[src/rtl/oam_dma_arbiter_pkg.sv]
// Shared types and constants for the OAM DMA arbiter.
//   dma_state_t        : arbiter FSM states (IDLE, HALT, ALIGN, READ, WRITE)
//   DMA_REG_ADDR_DEF   : default CPU address whose write launches a DMA
//   OAM_DATA_ADDR_DEF  : default PPU OAM data port written by the DMA
package oam_dma_arbiter_pkg;

    localparam int unsigned ADDR_W = 16;
    localparam int unsigned DATA_W = 8;

    localparam logic [ADDR_W-1:0] DMA_REG_ADDR_DEF  = 16'h4014;
    localparam logic [ADDR_W-1:0] OAM_DATA_ADDR_DEF = 16'h2004;

    typedef enum logic [2:0] {
        IDLE,
        HALT,
        ALIGN,
        READ,
        WRITE
    } dma_state_t;

endpackage

[src/rtl/oam_dma_arbiter.sv]
// OAM DMA arbiter: shares one memory bus between the CPU and a 256-byte
// sprite DMA (page -> OAM data port). A CPU write to DMA_REG_ADDR stalls the
// CPU, then the arbiter copies {page,00..FF} to OAM_DATA_ADDR one byte per
// READ/WRITE pair.
// Build option: define OAM_DMA_ALIGN_EN to insert one ALIGN cycle when the
// HALT cycle lands on an odd clock (514-cycle stall instead of 513).
// Ports:
//   clk, rst          : clock, synchronous active-low reset
//   cpu_addr/read/write/wdata -> CPU request; cpu_rdata, cpu_rdy -> CPU
//   bus_addr/read/write/wdata -> shared bus; bus_rdata <- shared bus
//   dma_busy          : high whenever the FSM is not IDLE
module oam_dma_arbiter
    import oam_dma_arbiter_pkg::*;
#(
    parameter logic [ADDR_W-1:0] DMA_REG_ADDR  = DMA_REG_ADDR_DEF,
    parameter logic [ADDR_W-1:0] OAM_DATA_ADDR = OAM_DATA_ADDR_DEF
) (
    input  logic              clk,
    input  logic              rst,
    input  logic [ADDR_W-1:0] cpu_addr,
    input  logic              cpu_read,
    input  logic              cpu_write,
    input  logic [DATA_W-1:0] cpu_wdata,
    output logic [DATA_W-1:0] cpu_rdata,
    output logic              cpu_rdy,
    output logic [ADDR_W-1:0] bus_addr,
    output logic              bus_read,
    output logic              bus_write,
    output logic [DATA_W-1:0] bus_wdata,
    input  logic [DATA_W-1:0] bus_rdata,
    output logic              dma_busy
);

    dma_state_t        state;
    dma_state_t        state_next;
    logic [DATA_W-1:0] page;
    logic [DATA_W-1:0] count;
    logic [DATA_W-1:0] latch;
    logic              trigger;

    // Only meaningful in IDLE; all CPU inputs are ignored elsewhere.
    assign trigger   = cpu_write && (cpu_addr == DMA_REG_ADDR);
    assign cpu_rdata = bus_rdata;

`ifdef OAM_DMA_ALIGN_EN
    logic parity;

    // Free-running even/odd cycle marker used to decide on the ALIGN cycle.
    always_ff @(posedge clk) begin
        if (!rst) parity <= 1'b0;
        else      parity <= ~parity;
    end
`endif

    // State register and DMA datapath.
    always_ff @(posedge clk) begin
        if (!rst) begin
            state <= IDLE;
            page  <= '0;
            count <= '0;
            latch <= '0;
        end else begin
            state <= state_next;
            if (state == IDLE && trigger) begin
                page  <= cpu_wdata;
                count <= '0;
            end
            if (state == READ)  latch <= bus_rdata;
            if (state == WRITE) count <= count + DATA_W'(1);
        end
    end

    // Next-state logic and bus mux.
    always_comb begin
        state_next = state;
        bus_addr   = '0;
        bus_read   = 1'b0;
        bus_write  = 1'b0;
        bus_wdata  = '0;
        cpu_rdy    = 1'b0;
        dma_busy   = 1'b1;
        case (state)
            IDLE: begin
                bus_addr  = cpu_addr;
                bus_read  = cpu_read;
                bus_write = cpu_write;
                bus_wdata = cpu_wdata;
                cpu_rdy   = 1'b1;
                dma_busy  = 1'b0;
                if (trigger) state_next = HALT;
            end
            HALT: begin
`ifdef OAM_DMA_ALIGN_EN
                state_next = parity ? ALIGN : READ;
`else
                state_next = READ;
`endif
            end
            ALIGN: state_next = READ;
            READ: begin
                bus_addr   = {page, count};
                bus_read   = 1'b1;
                state_next = WRITE;
            end
            WRITE: begin
                bus_addr   = OAM_DATA_ADDR;
                bus_write  = 1'b1;
                bus_wdata  = latch;
                // Last byte: count wraps to 00 on this same edge.
                state_next = (count == 8'hFF) ? IDLE : READ;
            end
            default: state_next = IDLE;
        endcase
    end

endmodule
[config.mk]
export PLATFORM = sky130hd
export DESIGN_NAME = oam_dma_arbiter
export DESIGN_NICKNAME = d
export VERILOG_FILES = /design/src/rtl/oam_dma_arbiter_pkg.sv /design/src/rtl/oam_dma_arbiter.sv
export SDC_FILE = /design/constraint.sdc
export NUM_CORES = 1
export LEC_CHECK = 0
export CAP_MARGIN = 20
export CORE_UTILIZATION = 45
export DETAILED_ROUTE_END_ITERATION = 6
export DONT_BUFFER_PORTS = 1
export GPL_ROUTABILITY_DRIVEN = 0
export PLACE_DENSITY_LB_ADDON = 0.1
export SYNTH_ARGS = -nofsm -noshare
export SYNTH_HDL_FRONTEND = slang
export SYNTH_SLANG_ARGS = --single-unit
[constraint.sdc]
create_clock -name clk -period 3 [get_ports clk]
set_clock_uncertainty 0.05 [all_clocks]
set_input_delay 0.15 -clock clk [delete_from_list [all_inputs] [get_ports clk]]
set_output_delay 0.15 -clock clk [all_outputs]
set_load 0.02 [all_outputs]
==> impl_metrics.env <==
export IMPL_hpwl_mm=2.69
export IMPL_critPathRequiredTime_ns=2.80
export IMPL_synth_compound_area_frac=0.209
export IMPL_clk_latency_ns=0.32
export IMPL_grt_setup_unrepaired="no"
export IMPL_cts_clk_slew_worst_paths_ns=0.15
export IMPL_num_rows=21
export IMPL_area_delta_synth_final_pct=9.43
export IMPL_worstHoldPathType="input port to flip-flop"
export IMPL_crit_fanout=15
export IMPL_clock_fmax_ghz=0.435
export IMPL_die_h_um=61.5
export IMPL_synth_area_leader_cell="dfxtp_1"
export IMPL_post_cts_resized=0
export IMPL_maxSlewViolCount=0
export IMPL_cts_setup_buffers=0
export IMPL_synth_fp_nets=225
export IMPL_netlist_area_mm2=0.00159
export IMPL_ys_ff_latch=27
export IMPL_synth_area_leaders="dfxtp_1 (34%), a22o_1 (12%), nand2_1 (10%), mux2i_1 (5.0%), a21boi_0 (3.8%)"
export IMPL_drive_above_1_share=0.0842
export IMPL_grt_pass1_wl_mm=5.59
export IMPL_synthArstFlopShare=0
export IMPL_synth_xor_area_share=0.0275
export IMPL_vias_per_cell=5.71
export IMPL_finish_instance_area_mm2=0.00174
export IMPL_detail_route_antenna_nets=0
export IMPL_relSlewSlack=0.562
export IMPL_cap_viol_max_count=0
export IMPL_cts_made_buffers=3
export IMPL_dpl_cell_area_mm2=0.00154
export IMPL_die_area_mm2=0.00378
export IMPL_cp_start_kind="flip-flop"
export IMPL_status="finished, final reports clean"
export IMPL_final_hold_viol_count=0
export IMPL_power_density_mw_per_mm2=341
export IMPL_synth_top_area_share=0.339
export IMPL_fin_crit_sh=0.767
export IMPL_synthCells=188
export IMPL_wirelength_mm=3.86
export IMPL_crit_arrival_ns=2.10
export IMPL_ctsRootBufferMaster="clkbuf_4"
export IMPL_drc=0
export IMPL_synth_warnings=0
export IMPL_fin_tns_setup_ns=0
export IMPL_end_kind="primary output"
export IMPL_period_minus_slack_ns=2.30
export IMPL_dpl_cell_count=215
export IMPL_fin_nets=228
export IMPL_synthAdderAreaFrac=0.00786
export IMPL_yosysSeqAreaShare=0.339
export IMPL_grt_ovfl_total=0
export IMPL_dr_total_vias=1348
export IMPL_vdd_ir_drop_max_mv=0.274
export IMPL_core_area_mm2=0.00336
export IMPL_die_w_um=61.5
export IMPL_multi_input_area_um2=905
export IMPL_synth_top_family_by_area="simple AND/OR/NAND/NOR gates"
export IMPL_cts_tree="built"
export IMPL_worst_pin_slew_ns=0.655
export IMPL_yosys_area_share_simple=0.273
export IMPL_pin_count=72
export IMPL_synth_area_mux_share=0.0503
export IMPL_port_buffers=0
export IMPL_synth_ff_type="dfxtp_1"
export IMPL_grtUsageTotal=0.202
export IMPL_leakagePower_uw=0.000593
export IMPL_cts_sinks=27
export IMPL_nFillCells=352
export IMPL_antennaDiodeCount=0
export IMPL_grt_max_degree=39
export IMPL_cts_hold_buf=17
export IMPL_setup_violations_final=0
export IMPL_avgSynthCellArea_um2=8.47
export IMPL_initial_core_util=0.474
export IMPL_drtPass1Iterations=4
export IMPL_antenna_found_initial=0
export IMPL_synth_edf_count=0
export IMPL_layout_area_seq_um2=541
export IMPL_cts_buffer_depth=2
export IMPL_wl_per_cell_um=16.4
export IMPL_first_global_vias=1195
export IMPL_yosysUniqueCellTypes=39
export IMPL_drt_first_iter_violations=65
export IMPL_fin_cells=236
export IMPL_h_tree_depth=1
export IMPL_final_util=0.518
export IMPL_worstSetupPathType="flip-flop to primary output"
[flip-flops by register name, summed over array words and instances, names as in the netlist]
register,count
page,8
count,8
latch,8
state,3
[cells by family (layout without fill, tap and decap cells)]
| logic type | Yosys count | after routing |
|---|---|---|
| compound gates | 43 | 43 |
| xor+xnor | 5 | 5 |
| fa+ha+maj | 1 | 1 |
| buf+inv | 24 | 26 |
| flops | 27 | 27 |
| mux | 8 | 8 |
| simple gates | 80 | 80 |
[metrics by stage]
step	setup WS, ns	power, µW	hold WS [ns]
floorplan	1.29	437	0.242
global placement	1.14	420	0.240
detailed placement	1.08	420	0.238
CTS	0.690	602	0.0547
global route	0.538	623	0.0506
finish	0.699	594	0.0691
[report_power, final]
group | internal (µW) | switching (µW) | total (µW)
logic | 35.4 | 44.0 | 79.4
registers | 359 | 0.0297 | 359
clock network | 52.0 | 104 | 156
[synthesized netlist by cell type (2+ instances only)]
cell      number
a21boi_0       8
a22o_1        22
and3_1         2
buf_2          4
buf_4          8
buf_6          3
clkbuf_1       8
dfxtp_1       27
mux2i_1        8
nand2_1       44
nand3_1        6
nand3b_1       2
nand4_1        2
nor2_1         3
nor3_2         2
nor3b_1        4
nor3b_2        2
nor4b_1        2
o21a_1         2
o21ai_0        7
xnor2_1        4
[metal layers]
metal / wire, µm / track usage
met5: 0 / 0
met3: 259 / 0.0756
met1: 1650 / 0.254
met2: 1880 / 0.320
met4: 68 / 0.0635
[final cells by class]
type | instances | area share
Clock buffer | 4 | 0.0151
Inverter | 1 | 0.00215
Sequential cell | 27 | 0.310
Tap cell | 46 | 0.0330
Multi-Input combinational cell | 137 | 0.519
Timing Repair Buffer | 21 | 0.121
[critical path: stages (launching register included)]
cell and delay [ns]:
dfxtp_1 0.51, and2b_2 0.23, and2_1 0.53, buf_4 0.25
a22o_1 0.25
[cell usage in the layout (no fill, tap or decap), drive strengths merged, types with 2 or more instances in the layout]
cell type and n:
dlygate4sd3 16, o21a 2, nor3 4, nand3 7, nor3b 6, nand3b 2, nand4 2, xnor2 4
mux2i 8, clkbuf 4, buf 5, o21ai 7, nand2 44, and3 2, nor4b 2, a22o 22
dfxtp 27, a21boi 8, nor2 4
[path summary, 6_finish.rpt]
| path | startpoint | end | slack, ns | depth (start not counted) |
|---|---|---|---|---|
| worst max-delay path | state[1]$_SDFFE_PN0P_ | bus_addr[4] | 0.70 | 4 |
| worst min-delay path | rst | state[1]$_SDFFE_PN0P_ | 0.07 | 2 |
| worst max register to register | state[2]$_SDFFE_PN0P_ | count[4]$_SDFFE_PN0P_ | 1.17 | 4 |
| worst min register to register | page[5]$_SDFFE_PN0P_ | page[5]$_SDFFE_PN0P_ | 0.42 | 2 |
Power figures use the tool's default switching activity.
